File: config.mk
export PLATFORM = sky130hd
export DESIGN_NAME = captura_pin
export DESIGN_NICKNAME = d
export VERILOG_FILES = /design/src/rtl/captura_pin.sv
export SDC_FILE = /design/constraint.sdc
export NUM_CORES = 1
export LEC_CHECK = 0
export ABC_AREA = 1
export BUFFER_PORTS_ARGS = -buffer_cell sky130_fd_sc_hd__buf_2
export CORE_ASPECT_RATIO = 1.2
export CORE_MARGIN = 2
export CORE_UTILIZATION = 45
export DETAILED_ROUTE_END_ITERATION = 12
export SYNTH_ARGS = -nofsm -noshare
export SYNTH_HDL_FRONTEND = slang
export SYNTH_SLANG_ARGS = --single-unit
File: constraint.sdc
create_clock -name clock -period 2.11 [get_ports clock]
set_clock_uncertainty 0.2 [all_clocks]
set_input_delay 0 -clock clock [delete_from_list [all_inputs] [get_ports clock]]
set_output_delay 0 -clock clock [all_outputs]
set_load 0.02 [all_outputs]
File: src/rtl/captura_pin.sv
// captura_pin: keypad front-end that assembles two hex digits into an 8-bit
// PIN. It issues one validation strobe per completed entry, and one error
// strobe for a malformed entry or for a partial entry that was left idle.
module captura_pin #(
    parameter int TIMEOUT_CYCLES = 1000,
    parameter int TO_W           = 10
) (
    input  logic       clock,
    input  logic       reset,
    input  logic       key_digit,
    input  logic [3:0] key_code,
    input  logic       key_enter,
    input  logic       key_clear,
    output logic [7:0] pin,
    output logic       pin_validation,
    output logic       entry_error,
    output logic [1:0] digit_count
);

    typedef enum logic [1:0] {IDLE = 2'd0, ONE = 2'd1, TWO = 2'd2} state_t;

    state_t          r_state, w_state_nxt;
    logic [7:0]      r_buf, w_buf_nxt;
    logic [7:0]      r_pin, w_pin_nxt;
    logic            r_val, w_val_nxt;
    logic            r_err, w_err_nxt;
    logic [TO_W-1:0] r_cnt, w_cnt_nxt;
    logic            r_prev_dig, r_prev_ent, r_prev_clr;
    logic            w_ev_dig, w_ev_ent, w_ev_clr, w_expire;

    // Rising-edge detection with priority clear > enter > digit. The previous
    // values reset to 1, so a key held through reset release gives no event.
    assign w_ev_clr = key_clear & ~r_prev_clr;
    assign w_ev_ent = key_enter & ~r_prev_ent & ~w_ev_clr;
    assign w_ev_dig = key_digit & ~r_prev_dig & ~w_ev_clr & ~w_ev_ent;
    // The partial entry expires on the cycle the idle count reaches TIMEOUT_CYCLES.
    assign w_expire = (r_cnt == TO_W'(TIMEOUT_CYCLES - 1));

    // Register the previous key levels for edge detection.
    always_ff @(posedge clock or negedge reset) begin
        if (!reset) begin
            r_prev_dig <= 1'b1;
            r_prev_ent <= 1'b1;
            r_prev_clr <= 1'b1;
        end else begin
            r_prev_dig <= key_digit;
            r_prev_ent <= key_enter;
            r_prev_clr <= key_clear;
        end
    end

    // State, buffer, timeout counter and registered outputs.
    always_ff @(posedge clock or negedge reset) begin
        if (!reset) begin
            r_state <= IDLE;
            r_buf   <= 8'h00;
            r_pin   <= 8'h00;
            r_val   <= 1'b0;
            r_err   <= 1'b0;
            r_cnt   <= '0;
        end else begin
            r_state <= w_state_nxt;
            r_buf   <= w_buf_nxt;
            r_pin   <= w_pin_nxt;
            r_val   <= w_val_nxt;
            r_err   <= w_err_nxt;
            r_cnt   <= w_cnt_nxt;
        end
    end

    // Next-state and next-output logic. The counter clears by default and
    // advances only in ONE or TWO when no event arrives.
    always_comb begin
        w_state_nxt = r_state;
        w_buf_nxt   = r_buf;
        w_pin_nxt   = r_pin;
        w_val_nxt   = 1'b0;
        w_err_nxt   = 1'b0;
        w_cnt_nxt   = '0;
        case (r_state)
            IDLE: begin
                w_buf_nxt = 8'h00;
                if (w_ev_dig) begin
                    w_buf_nxt   = {key_code, 4'h0};
                    w_state_nxt = ONE;
                end else if (w_ev_ent) begin
                    w_err_nxt = 1'b1;
                end
            end
            ONE: begin
                if (w_ev_clr) begin
                    w_buf_nxt   = 8'h00;
                    w_state_nxt = IDLE;
                end else if (w_ev_ent) begin
                    w_err_nxt   = 1'b1;
                    w_buf_nxt   = 8'h00;
                    w_state_nxt = IDLE;
                end else if (w_ev_dig) begin
                    w_buf_nxt   = {r_buf[7:4], key_code};
                    w_state_nxt = TWO;
                end else if (w_expire) begin
                    w_err_nxt   = 1'b1;
                    w_buf_nxt   = 8'h00;
                    w_state_nxt = IDLE;
                end else begin
                    w_cnt_nxt = r_cnt + TO_W'(1);
                end
            end
            TWO: begin
                if (w_ev_clr) begin
                    w_buf_nxt   = 8'h00;
                    w_state_nxt = IDLE;
                end else if (w_ev_ent) begin
                    w_pin_nxt   = r_buf;
                    w_val_nxt   = 1'b1;
                    w_buf_nxt   = 8'h00;
                    w_state_nxt = IDLE;
                end else if (w_ev_dig) begin
                    // A third digit is rejected; the two buffered digits are kept.
                    w_err_nxt = 1'b1;
                end else if (w_expire) begin
                    w_err_nxt   = 1'b1;
                    w_buf_nxt   = 8'h00;
                    w_state_nxt = IDLE;
                end else begin
                    w_cnt_nxt = r_cnt + TO_W'(1);
                end
            end
            default: begin
                w_buf_nxt   = 8'h00;
                w_state_nxt = IDLE;
            end
        endcase
    end

    // Decode digit_count from the state register.
    always_comb begin
        case (r_state)
            ONE:     digit_count = 2'd1;
            TWO:     digit_count = 2'd2;
            default: digit_count = 2'd0;
        endcase
    end

    assign pin            = r_pin;
    assign pin_validation = r_val;
    assign entry_error    = r_err;

endmodule
; Word level (Yosys, flattened, before mapping)
; Index checks and enable logic that the tools add are counted.
[totals]
elab_cells = 69
in_bits = 9
output_inout_bits = 12
regBits = 33
[classes]
eq_ne = 6
bitwise = 11
add_sub_neg = 1
n_mux = 36
n_reduce_logical = 5
[op_table]
columns = operator, count
row1 = 8-bit two-way mux, 8
row2 = 10-bit two-way mux, 5
row3 = 8-bit case mux with 3 select lines, 1
row4 = 2-bit two-way mux, 8
row5 = 1-bit two-way mux, 11
row6 = 10-bit by 1-bit adder with 10-bit output (second input constant), 1
row7 = 10-bit == test (second input constant), 1
row8 = 4-bit != test (second input constant), 2
row9 = 1-bit bitwise AND, 6
row10 = 2-bit case mux with 3 select lines, 1
row11 = 1-bit NOT, 5
row12 = 2-bit case mux with 2 select lines, 1
row13 = 2-bit AND reduction, 2
row14 = 1-bit case mux with 3 select lines, 1
row15 = 3-bit AND reduction, 1
row16 = 2-bit by 1-bit == test with 1-bit output (second input constant), 1
row17 = 2-bit == test (second input constant), 1
row18 = 2-bit zero test, 1
row19 = 2-bit != test (second input constant), 1
row20 = 2-bit OR reduction, 1

; Logic depth before layout (Yosys ltp)
; Gate-level depths: netlist of the first run.
[logic_depth]
ltp_word = 10
mapped_depth = 10
mapped_depth_nobuf = 10

; Least setup slack after synthesis of the first run
; No wires, ideal clock.
[synth_path]
kind = register to register
from = reg r_state[1]
to = reg r_buf[4]
path_stages_with_launch = 9
n_path_buf = 0
path_slack_ns = 0.511
arrival_ns = 1.334
period_less_slack_ns = 1.599
setup_ns = 0.065
t_required_ns = 1.845
path_cell_list = dfrtp_1 > inv_1 > ha_1 > nand2_1 > nor2_4 > inv_2 > nand3_2 > nand2_1 > nand2_1
[synth_via]
elab_chain_len = 3
elab_cells_between_ends = 7
cone_classes = 4 x eq/ne / 1 x mux / 2 x reduce/logical
[synth_lines]
columns = item, line
row1 = start: declaration, 22  ; state_t r_state, w_state_nxt;
row2 = start signal: assignment, 62  ; r_state <= w_state_nxt;
row3 = 2-bit by 1-bit == test with 1-bit output or 2-bit == test (tied branches), 80  ; case (r_state)
row4 = 4-bit != test (no line), -
row5 = 2-bit AND reduction (no line), -
row6 = end signal: assignment, 63  ; r_buf <= w_buf_nxt;
row7 = end: declaration, 23  ; logic [7:0] r_buf, w_buf_nxt;
; Parallel ways exist; a longest one is shown, timed or not.
; A chain may end at the register's enable or synchronous reset.

; Worst setup path in the final report of the first run
[layout_path]
from = reg r_state[0]
to = reg r_state[0]
[layout_via]
elab_chain_len = 5
elab_cells_between_ends = 14
cone_classes = 4 x eq/ne / 8 x mux / 2 x reduce/logical
[layout_lines]
columns = item, line
row1 = 2-bit two-way mux, -
row2 = 2-bit two-way mux (on tied branches) (3 in a row), -
row3 = 2-bit case mux with 3 select lines, 80
; Parallel ways exist; a longest one is shown, timed or not. The select of a mux whose other input is x is not followed.

==> results of run 1 <==
## cells by family (layout without fill, tap and decap cells)
group / count (synthesis) / count (layout)
simple gates: 130 / 130
xor+xnor: 4 / 4
compound gates: 6 / 6
buf+inv: 27 / 63
fa+ha+maj: 6 / 6
flops: 33 / 33
## layer usage
metal / global-route usage, % / up-vias / part of all wire, %
met5: 0 / - / 0
met3: 5.50 / 8 / 3.4
met4: 8.45 / 0 / 2.3
li1: - / 703 / -
met2: 26.8 / 29 / 46
met1: 23.3 / 611 / 49
## per-stage QoR
step	instance area, um^2	setup WS (ps)
after global routing	2150	294
after CTS	2150	437
after detailed placement	1940	450
after global placement	1940	467
final	2150	443
after floorplan	1770	511
## worst max-delay path, delay by kind of cell (launching register included)
family	cells	cell delay [ps]
adders and majority gates	1	240
buffers and inverters	1	120
DFF	1	420
and+or+nand+nor	6	580
## registers in the layout, summed over array words and instances, names as in the netlist, 2 cells and up
signal / cells
r_buf: 8
pin: 8
r_cnt: 10
r_state: 2
## layout by cell type, fill, tap and decap left out, drive strengths merged
cell type,instances
dfstp,3
dfrtp,30
clkbuf,5
o21bai,1
nand2,76
buf,20
a21oi,2
clkinv,1
nor2,28
nand4,1
nor3,2
nand3,22
o21ai,3
xor2,3
ha,6
and2,1
dlygate4sd3,8
bufinv,2
xnor2,1
inv,27
## repair_timing
action	CTS	global route
hold buffers	8	0
hold endpoints to repair	42	0
gates resized for setup	0	0
## path summary, 6_finish.rpt
kind                            start         end  slack [ps]  cells after the start
max                        r_state[0]  r_state[0]         440                      8
min                             reset      pin[6]         120                      2
max reg2reg                r_state[0]  r_state[0]         440                      8
min reg2reg                    pin[6]      pin[6]         260                      2
max in group asynchronous       reset  r_state[0]        1130                      2
min in group clock          key_digit  r_prev_dig         170                      2
## layout make-up
class | count | area share [%]
Sequential cell | 33 | 38.5
Clock inverter | 3 | 3.02
Timing Repair Buffer | 28 | 8.36
Inverter | 27 | 5.05
Tap cell | 54 | 3.14
Multi-Input combinational cell | 146 | 38.7
Clock buffer | 5 | 3.19
## power by group
part           total [mW]  internal, mW  switching (mW)
sequential          0.758         0.703          0.0553
clock               0.705         0.469           0.235
combinational       0.604         0.208           0.395
==> impl_metrics.json, run 1 <==
{
  "postCtsSetupBuffers": 0,
  "clk_latency_ps": 290,
  "utilization_pct": 56.0,
  "syn_inst": 206,
  "multi_input_area_um2": 835,
  "critPathKind": "register to register",
  "setup_tns_ps": 0,
  "die_area_um2": 4460,
  "wire_per_inst_um": 11.1,
  "vias_per_cell": 4.56,
  "ant_nets": 0,
  "n_fill_cell": 375,
  "path_common_cell": "nand2_1",
  "slowest_delay_ps": 420,
  "drv_cap": 0,
  "synthArstFlopShare_pct": 100,
  "cts_buffers": 5,
  "yosysMostFrequentCell": "nand2_1",
  "synthesis.nets": 221,
  "p_per_area_nw_per_um2": 959,
  "drc": 0,
  "ys_seq_elements": 33,
  "start_util_pct": 46.1,
  "netlist.area_leader.share_pct": 42.3,
  "avgSynthCellArea_um2": 8.61,
  "startpoint_type": "register",
  "rsz0062_at_grt": "false",
  "grt_pass1_wl_mm": 5.89,
  "grt.total_usage_pct": 17.9,
  "die_w_um": 61.3,
  "endpoint_kind": "register",
  "place.gp.congestion": 0.858,
  "root_buffer": "clkbuf_8",
  "total_power_mw": 2.07,
  "num_vias": 1351,
  "status": "completed",
  "synth_top_family_by_area": "simple AND/OR/NAND/NOR gates",
  "diodes": 0,
  "clock-sinks": 33,
  "synth_area_leaders": "dfrtp_1, nand2_1, nand3_1",
  "layout_min_cycle_time_ps": 1670,
  "cts_tree": "done",
  "antenna_found_initial": 0,
  "hold_viol_final": 0,
  "htree_num_levels": 2,
  "synth_edf_count": 0,
  "die_h_um": 72.8,
  "crit_path_top_delay_cell": "dfrtp_1",
  "synth.distinct_cells": 26,
  "drtPass1Iterations": 4,
  "grt_pass1_vias": 1296,
  "coreArea_um2": 3850,
  "drt_iter0_markers": 63,
  "seq_area_frac_synth_pct": 46.8,
  "drv_slew": 0,
  "ioPinCount": 21,
  "syn_area_um2": 1770,
  "cp.arrival_ps": 1650,
  "crit_required_ps": 2090,
  "vdd_drop_max_uv": 475,
  "hpwl_mm": 2.32,
  "port_buffers": 20,
  "cts.path.max_buffers": 2,
  "fmax_mhz": 600,
  "synthXorXnorAreaFrac_pct": 1.98,
  "syn_to_final_growth_pct": 21.5,
  "synthSimpleGateAreaFrac_pct": 39.0,
  "relSlewSlack_pct": 50.8,
  "tightest_slew_ps": 738,
  "fin_crit_sh_pct": 79.0,
  "drive_gt1_share_pct": 29.8,
  "nets": 256,
  "synth_fa_ha_area_share_pct": 4.23,
  "synthTopCellsByCount": "nand2_1, dfrtp_1, inv_1",
  "grt_max_degree": 34,
  "setup-violations-final": 0,
  "synth_flop_cell": "dfrtp_1",
  "final_cells": 296,
  "path_max_fanout": 5,
  "rows": 25,
  "muxShareOfSynthArea_pct": 0,
  "leakagePower_nw": 1.16,
  "synth_top_cell_by_area": "dfrtp_1",
  "synth-compound-area-share_pct": 1.83,
  "seqCellArea_um2": 830,
  "grt.overflow.total": 0,
  "hold_path.class": "primary input to asynchronous set/reset pin",
  "cp_cell_sequence": "inv_1 > ha_1 > nand2_4 > nor2_8 > nor2_4 > and2_1 > nand2_1 > nand2_1",
  "clk_pin_slew_ps": 70,
  "wirelength_mm": 3.28,
  "hold_slack_ps": 116,
  "placed_cells": 280,
  "ys_warn_count": 0
}
(Power assumes the default switching activity.)
==> run 2: changes to the inputs <==
--- a/config.mk
+++ b/config.mk
@@ -11,6 +11,7 @@
 export CORE_MARGIN = 2
 export CORE_UTILIZATION = 45
 export DETAILED_ROUTE_END_ITERATION = 12
+export PLACE_DENSITY = 0.67
 export SYNTH_ARGS = -nofsm -noshare
 export SYNTH_HDL_FRONTEND = slang
 export SYNTH_SLANG_ARGS = --single-unit
==> constraint.sdc (replaced) <==
create_clock -name clock -period 1.5 [get_ports clock]
set_clock_uncertainty 0.2 [all_clocks]
set_input_delay 0 -clock clock [delete_from_list [all_inputs] [get_ports clock]]
set_output_delay 0 -clock clock [all_outputs]
set_load 0.02 [all_outputs]
==> impl_metrics.json, run 2 (synthesis gave the netlist of run 1 again) <==
{
  "vdd_drop_max_uv": 994,
  "die_w_um": 61.3,
  "drtPass1Iterations": 4,
  "endpoint_kind": "register",
  "hold_slack_ps": 64.7,
  "port_buffers": 20,
  "tightest_slew_ps": 413,
  "clock-sinks": 33,
  "drt_iter0_markers": 51,
  "critical-path-top-delay-family": "simple AND/OR/NAND/NOR gates",
  "largest_register_ff_count": 10,
  "status": "finished with violations",
  "place_ws_ps": -74.0,
  "cts_tree": "done",
  "place.gp.congestion": 0.845,
  "slowest_delay_ps": 470,
  "die_h_um": 72.8,
  "clk_pin_slew_ps": 70,
  "cts.path.max_buffers": 2,
  "fin_ws_ps": -75.4,
  "startpoint_type": "register",
  "hold_path.class": "primary input to asynchronous set/reset pin",
  "crit_path_top_delay_cell": "dfrtp_2",
  "violations": "negative setup slack",
  "vias_per_cell": 4.68,
  "total_power_mw": 3.14,
  "drv_slew": 0,
  "fmax_mhz": 635,
  "design_area_um2": 2520,
  "nets": 277,
  "syn_to_final_growth_pct": 41.9,
  "largest-register": "r_cnt",
  "grt_max_degree": 34,
  "antenna_found_initial": 0,
  "leakagePower_nw": 1.28,
  "dpl_cell_area_um2": 2100,
  "htree_num_levels": 2,
  "coreArea_um2": 3850,
  "critPathBufInv": 1,
  "layout_commonest_cell": "nand2_1",
  "layout_common_cells": "nand2_1, dfrtp_1, buf_2",
  "hold_viol_final": 0,
  "start_util_pct": 46.1,
  "rsz0062_at_grt": "true",
  "cts_buffers": 5,
  "rows": 25,
  "die_area_um2": 4460,
  "wl_met2_mm": 2.07,
  "grt.overflow.total": 0,
  "n_fill_cell": 320,
  "root_buffer": "clkbuf_8",
  "ant_nets": 0,
  "critPathKind": "register to register",
  "cp_cell_sequence": "inv_4 > ha_4 > nand2_4 > nor2_8 > nor2_4 > and2_4 > nand2_2 > nand2_1",
  "route.met3.wl_um": 117,
  "grt.total_usage_pct": 18.4,
  "drv_cap": 0,
  "diodes": 0,
  "p_per_area_nw_per_um2": 1250,
  "fin_crit_sh_pct": 105,
  "wire_per_inst_um": 12.2,
  "layout_min_cycle_time_ps": 1580,
  "grt_pass1_vias": 1367,
  "path_max_fanout": 5,
  "wl_met1_mm": 1.59,
  "drc": 0,
  "setup-violations-final": 29,
  "crit_required_ps": 1480,
  "hpwl_mm": 2.48,
  "relSlewSlack_pct": 72.5,
  "grt_pass1_wl_mm": 6.06,
  "ioPinCount": 21,
  "top_layer_used": "met4",
  "cp.arrival_ps": 1550,
  "wirelength_mm": 3.87,
  "setup_tns_ps": -674,
  "num_vias": 1485,
  "drive_gt1_share_pct": 47.1,
  "clk_latency_ps": 280
}
run 2: cell count changes in the layout (fill, tap and decap cells not counted), sizes merged:
cell    change
clkbuf      +2
bufinv      -2
buf        +21
run 2: power breakdown:
group          total, mW  switching, mW  internal [mW]
registers           1.08         0.0883          0.993
clock network      0.736          0.321          0.414
logic               1.32          0.746          0.578
total               3.14           1.16           1.99
run 2: worst paths after layout:
kind	cells past startpoint	startpoint	slack, ps	to
max in group asynchronous	3	reset	700	r_prev_clr
min reg2reg	2	pin[5]	270	pin[5]
max reg2reg	8	r_state[0]	-80	r_state[1]
max	8	r_state[0]	-80	r_state[1]
min in group clock	2	key_digit	170	r_prev_dig
min	3	reset	60	pin[3]
run 2: worst min-delay path: stages:
cell	delay (ps)
dlygate4sd3_1	520
buf_2	90
buf_4	360
run 2: cell type report:
cell class / count / area [um^2] / area share (%)
clock inverter: 1 / 5.00 / 0.199
tap: 54 / 67.6 / 2.69
timing repair buffer: 49 / 377 / 15.0
inverter: 27 / 114 / 4.53
sequential: 33 / 832 / 33.1
clock buffer: 7 / 96.3 / 3.83
multi-input combinational: 146 / 1020 / 40.7
run 2: through the flow:
| step | std cells | util [%] |
|---|---|---|
| 5_1_grt | 317 | 65.4 |
| 4_1_cts | 316 | 61.9 |
| 2_1_floorplan | 206 | - |
| 6_report | 317 | 65.4 |
| 3_3_place_gp | 296 | 54.6 |
| 3_5_place_dp | 296 | 54.6 |
run 2: what timing repair did:
item,CTS,global route
hold buffers,8,0
endpoints found under the setup margin,21,31
endpoints found under the hold margin,44,0
pin swaps,12,14
gates resized for setup,14,31
buffers inserted,4,1
run 2: metal layers:
layer / vias up / GRT usage (%)
met5: - / 0
met2: 25 / 29.0
li1: 750 / -
met1: 702 / 23.2
met4: 0 / 9.66
met3: 8 / 3.72
